### src/rtl/c3lib_sync_glitch_filter_edge.sv
// Glitch filter for an already-synchronized level. It emits one-cycle rise/fall pulses and keeps a
// saturating count of accepted edges. Define C3LIB_SYNC_FILT_STICKY_EN to add sticky edge flags.
module c3lib_sync_glitch_filter_edge #(
    parameter int unsigned FILT_CYC  = 4,
    parameter int unsigned CNT_W     = 8,
    parameter bit          RESET_VAL = 1'b0
) (
    input  logic             clk,
    input  logic             rst,
    input  logic             data_in,
    input  logic             cnt_clr,
`ifdef C3LIB_SYNC_FILT_STICKY_EN
    input  logic             sticky_clr,
    output logic             rise_sticky,
    output logic             fall_sticky,
`endif
    output logic             data_out,
    output logic             rise_pls,
    output logic             fall_pls,
    output logic [CNT_W-1:0] edge_cnt
);

    localparam int unsigned    FltW    = $clog2(FILT_CYC + 1);
    localparam logic [FltW-1:0] FltLast = FltW'(FILT_CYC - 1);
    localparam logic [CNT_W-1:0] CntMax = {CNT_W{1'b1}};

    typedef enum logic [1:0] {
        StableLo,
        PendHi,
        StableHi,
        PendLo
    } state_e;

    localparam state_e StReset = RESET_VAL ? StableHi : StableLo;

    state_e           state_q, state_d;
    logic [FltW-1:0]  flt_cnt_q, flt_cnt_d;
    logic             data_out_q, data_out_d;
    logic             rise_pls_q, rise_pls_d;
    logic             fall_pls_q, fall_pls_d;
    logic [CNT_W-1:0] edge_cnt_q, edge_cnt_d;
    logic             commit_rise, commit_fall;

    always_comb begin
        state_d     = state_q;
        flt_cnt_d   = flt_cnt_q;
        commit_rise = 1'b0;
        commit_fall = 1'b0;
        unique case (state_q)
            StableLo: begin
                if (data_in) begin
                    if (FILT_CYC == 1) begin
                        state_d     = StableHi;
                        commit_rise = 1'b1;
                    end else begin
                        state_d   = PendHi;
                        flt_cnt_d = FltW'(1);
                    end
                end
            end
            PendHi: begin
                if (!data_in) begin
                    state_d   = StableLo;
                    flt_cnt_d = '0;
                end else if (flt_cnt_q == FltLast) begin
                    state_d     = StableHi;
                    flt_cnt_d   = '0;
                    commit_rise = 1'b1;
                end else begin
                    flt_cnt_d = flt_cnt_q + FltW'(1);
                end
            end
            StableHi: begin
                if (!data_in) begin
                    if (FILT_CYC == 1) begin
                        state_d     = StableLo;
                        commit_fall = 1'b1;
                    end else begin
                        state_d   = PendLo;
                        flt_cnt_d = FltW'(1);
                    end
                end
            end
            PendLo: begin
                if (data_in) begin
                    state_d   = StableHi;
                    flt_cnt_d = '0;
                end else if (flt_cnt_q == FltLast) begin
                    state_d     = StableLo;
                    flt_cnt_d   = '0;
                    commit_fall = 1'b1;
                end else begin
                    flt_cnt_d = flt_cnt_q + FltW'(1);
                end
            end
            default: begin
                state_d   = StReset;
                flt_cnt_d = '0;
            end
        endcase
    end

    always_comb begin
        data_out_d = data_out_q;
        if (commit_rise) begin
            data_out_d = 1'b1;
        end else if (commit_fall) begin
            data_out_d = 1'b0;
        end
        rise_pls_d = commit_rise;
        fall_pls_d = commit_fall;
        // Clear beats a coincident commit; the count saturates rather than wrapping.
        edge_cnt_d = edge_cnt_q;
        if (cnt_clr) begin
            edge_cnt_d = '0;
        end else if ((commit_rise || commit_fall) && (edge_cnt_q != CntMax)) begin
            edge_cnt_d = edge_cnt_q + CNT_W'(1);
        end
    end

    always_ff @(posedge clk) begin
        if (rst) begin
            state_q    <= StReset;
            flt_cnt_q  <= '0;
            data_out_q <= RESET_VAL;
            rise_pls_q <= 1'b0;
            fall_pls_q <= 1'b0;
            edge_cnt_q <= '0;
        end else begin
            state_q    <= state_d;
            flt_cnt_q  <= flt_cnt_d;
            data_out_q <= data_out_d;
            rise_pls_q <= rise_pls_d;
            fall_pls_q <= fall_pls_d;
            edge_cnt_q <= edge_cnt_d;
        end
    end

    assign data_out = data_out_q;
    assign rise_pls = rise_pls_q;
    assign fall_pls = fall_pls_q;
    assign edge_cnt = edge_cnt_q;

`ifdef C3LIB_SYNC_FILT_STICKY_EN
    logic rise_sticky_q, rise_sticky_d;
    logic fall_sticky_q, fall_sticky_d;

    // Flags follow the visible pulse; a set in the same cycle as sticky_clr wins.
    always_comb begin
        rise_sticky_d = rise_pls_q | (rise_sticky_q & ~sticky_clr);
        fall_sticky_d = fall_pls_q | (fall_sticky_q & ~sticky_clr);
    end

    always_ff @(posedge clk) begin
        if (rst) begin
            rise_sticky_q <= 1'b0;
            fall_sticky_q <= 1'b0;
        end else begin
            rise_sticky_q <= rise_sticky_d;
            fall_sticky_q <= fall_sticky_d;
        end
    end

    assign rise_sticky = rise_sticky_q;
    assign fall_sticky = fall_sticky_q;
`endif

endmodule

### config.mk
export PLATFORM = sky130hd
export DESIGN_NAME = c3lib_sync_glitch_filter_edge
export DESIGN_NICKNAME = d
export VERILOG_FILES = /design/src/rtl/c3lib_sync_glitch_filter_edge.sv
export SDC_FILE = /design/constraint.sdc
export NUM_CORES = 1
export LEC_CHECK = 0
export BUFFER_PORTS_ARGS = -buffer_cell sky130_fd_sc_hd__buf_2
export CORE_MARGIN = 1.5
export CORE_UTILIZATION = 55
export CTS_CLUSTER_SIZE = 40
export DETAILED_ROUTE_END_ITERATION = 7
export PLACE_DENSITY = 0.8
export SLEW_MARGIN = 20
export SYNTH_ARGS = -nofsm -noshare
export SYNTH_HDL_FRONTEND = slang
export SYNTH_SLANG_ARGS = --single-unit
### constraint.sdc
create_clock -name clk -period 2.9 [get_ports clk]
set_input_delay 0.58 -clock clk [delete_from_list [all_inputs] [get_ports clk]]
set_output_delay 0.58 -clock clk [all_outputs]
set_load 0.02 [all_outputs]
==> summary.json <==
{
  "global_route": {
    "grt_antenna_before_repair": 0,
    "number_of_global_route_vias_before_repair": 509,
    "grt_start_max_net_pins": 10,
    "global_route_wire_length_before_repair_um": 2090,
    "overflow": 0,
    "gr-usage-all-layers_pct": 20.3
  },
  "sta": {
    "period_share_pct": 59.6,
    "worst_slack_ns": 1.17,
    "max_clock_freq_mhz": 578,
    "finalSetupViolCount": 0,
    "tns_ns": 0,
    "tightestPinTransition_ns": 0.359,
    "relSlewSlack_pct": 75.8,
    "finClkSkew_ns": 0.00919,
    "final-hold-violation-count": 0,
    "final.hold.worst_slack_ns": 0.462,
    "number_of_max_slew_violations_in_the_final_report": 0,
    "grt_setup_unrepaired": "no",
    "period_minus_slack_ns": 1.73
  },
  "cts": {
    "cts.root.buffer_cell": "clkbuf_4",
    "ctsResizeCount": 0,
    "cts_sinks": 16,
    "htree_levels": 1,
    "cts_tree": "done",
    "path_clk_slew_ns": 0.09,
    "worst_skew_pair.late_latency_ns": 0.29,
    "postCtsSetupRepairBufs": 0,
    "clk_path_buf_depth": 2,
    "cts_hold_repair.buffers": 0,
    "cts_buf_count": 3
  },
  "floorplan": {
    "placeable_core_area_um2": 1170,
    "chipHeight_um": 39.3,
    "floorplan.initialDensity_pct": 62.0,
    "placementRows": 12,
    "die_area_um2": 1550,
    "chipWidth_um": 39.3,
    "pin_count": 15
  },
  "worst_setup_path": {
    "critical_path.max_fanout": 6,
    "worstSetupPathType": "flop to flop",
    "endpoint_kind": "flop",
    "start_kind": "flop",
    "cp_slowest_stage_delay_ns": 0.43,
    "cp-startpoint": "flt_cnt_q[0]",
    "r2r-end": "edge_cnt[7]",
    "critical_path_required_ns": 3.10,
    "critical_path_depth": 5,
    "critical_path.n_buffers_inverters": 0,
    "worst_r2r_startpoint": "flt_cnt_q[0]",
    "critical-path-top-delay-family": "simple AND/OR/NAND/NOR gates",
    "crit_path_cell_trace": "ha_1 > nand4b_1 > or3b_4 > o31a_2 > o21ba_2",
    "ff2ff_path_depth": 5,
    "worst-r2r-setup-slack_ns": 1.17,
    "critical-path-slowest-cell": "or3b_4",
    "timing.critical_path.to": "edge_cnt[7]",
    "critPathArrivalTime_ns": 1.92
  },
  "logic_synthesis": {
    "synthDistinctLibCells": 33,
    "synth_edf_count": 0,
    "synth_mux_area_share_pct": 1.38,
    "syn_area_per_cell_um2": 9.19,
    "post_synth_and_or_nand_nor_area_fraction_pct": 24.7,
    "ys_ff_latch": 16,
    "count_of_yosys_warnings_during_synthesis": 0,
    "syn-instance-count": 79,
    "post_synth_instance_area_um2": 726,
    "ys.flop_type": "dfxtp_1",
    "yosysSeqAreaShare_pct": 44.1,
    "synth_async_sr_flop_share_pct": 0,
    "synth_top_family_by_area": "simple AND/OR/NAND/NOR gates",
    "postSynthNetCount": 85,
    "synthAdderAreaFrac_pct": 3.45,
    "post_synth_xor_area_fraction_pct": 4.83,
    "compound_gate_portion_of_the_synthesized_area_pct": 19.3
  },
  "run_status": {
    "outcome": "complete, no violations"
  },
  "power_and_ir_drop": {
    "powerDensity_nw_per_um2": 465,
    "peakVddDrop_v": 0.000406,
    "cellLeakagePower_nw": 0.332
  },
  "routing": {
    "drt_pre_antenna_iters": 4,
    "initial_drc_count": 18,
    "postRouteWirelength_um": 1330,
    "detail_route.wl_per_cell_um": 12.3,
    "routed_via_density": 5.70,
    "antenna_left": 0,
    "vias": 616,
    "drcViolationCount": 0
  },
  "hold_path": {
    "holdCritPathClass": "flop to flop"
  },
  "finish": {
    "post_route_cells_drive_above_1_share_pct": 23.4,
    "final_cells": 108,
    "layout.core_utilization_pct": 71.5,
    "insertedDiodeCount": 0,
    "fillers": 95,
    "design.final.nets": 101,
    "layout_stage_area_growth_over_the_synthesis_result_pct": 15.3,
    "seqCellArea_um2": 320,
    "area_of_combinational_cells_with_multiple_inputs_um2": 389
  },
  "placement": {
    "port_buffers": 14,
    "pre_cts_setup_slack_ns": 0.957,
    "placed_cells_incl_taps": 104,
    "gp_routability_congestion": 0.773,
    "hpwlAfterDp_um": 919
  },
  "job": {
    "cap_viol_max_count": 0
  }
}
==> worst min path at each step <==
stage	start	to	slack [ns]	cells after the start
finish	flt_cnt_q[1]	flt_cnt_q[1]	0.46	2
CTS	flt_cnt_q[1]	flt_cnt_q[1]	0.47	2
global route	flt_cnt_q[1]	flt_cnt_q[1]	0.50	2
detailed placement	flt_cnt_q[1]	flt_cnt_q[1]	0.46	2
floorplan	flt_cnt_q[1]	flt_cnt_q[1]	0.44	2
global placement	flt_cnt_q[1]	flt_cnt_q[1]	0.45	2
==> layout make-up <==
type	instances	share of cell area, %
tap	14	2.09
sequential	16	38.3
inverter	1	0.448
multi-input combinational	59	46.5
clock buffer	4	4.33
timing repair buffer	14	8.37
==> routing by layer <==
layer	part of all wire (%)	wire length (µm)	track usage (%)	up-vias
met1	52	694	26.9	277
met3	5.3	70	8.52	0
li1	-	-	-	325
met4	0	0	5.17	0
met2	42	563	30.0	14
met5	0	0	0	-
==> flip-flops by register name, indices dropped and copies added, names as in the netlist, named ones only <==
register	count
rise_pls	1
flt_cnt_q	3
edge_cnt	8
data_out	1
state_q	1
fall_pls	1
==> stage by stage <==
stage / instance area (µm²) / power, W
3_3_place_gp: 801 / 0.000248
6_report: 837 / 0.000389
5_1_grt: 837 / 0.000406
4_1_cts: 837 / 0.000393
3_5_place_dp: 801 / 0.000249
2_1_floorplan: 726 / 0.000244
==> synth_stat cells (all sizes together) (2+ instances only) <==
| cell | number | area, µm² |
|---|---|---|
| dfxtp | 16 | 320 |
| nor2 | 8 | 30.0 |
| a21oi | 7 | 35.0 |
| nand2 | 5 | 18.8 |
| o21ai | 4 | 20.0 |
| nor4b | 3 | 26.3 |
| o21a | 3 | 22.5 |
| a311oi | 2 | 17.5 |
| and3 | 2 | 12.5 |
| buf | 2 | 8.75 |
| ha | 2 | 25.0 |
| nand4 | 2 | 12.5 |
| or3 | 2 | 12.5 |
| xnor2 | 2 | 17.5 |
| xor2 | 2 | 17.5 |
==> layout by cell type (no fill, tap or decap), types with 2 or more instances in the layout <==
cell type  synthesis  final
xnor2_1            2      2
buf_2              1     14
dfxtp_1           16     16
and3_1             2      2
o21ai_0            4      4
a311oi_1           2      2
or3_1              2      2
ha_1               2      2
a21oi_1            7      7
nor4b_1            3      3
o21a_1             3      3
nor2_1             8      8
nand4_1            2      2
xor2_1             2      2
clkbuf_4           0      3
nand2_1            5      5
==> power breakdown <==
part	leakage [nW]	switching [W]	internal, W
Clock	0.0210	0.0000687	0.0000765
Combinational	0.181	0.0000110	0.00000748
Sequential	0.129	0.00000282	0.000223
==> worst register-to-register path, stage by stage, from the launching register on <==
cell and delay, ns:
dfxtp_1 0.36, ha_1 0.21, nand4b_1 0.15, or3b_4 0.43, o31a_2 0.29, o21ba_2 0.20
==> logic make-up (layout without fill, tap and decap cells) <==
group,count (synthesis),in the layout
and+or+nand+nor,31,31
adders and majority gates,2,2
muxes,1,1
buffers and inverters,4,19
xor gates and xnor gates,4,4
AOI/OAI and AO/OA,21,21
DFF,16,16
No activity file was read; power rests on OpenSTA's default activity.
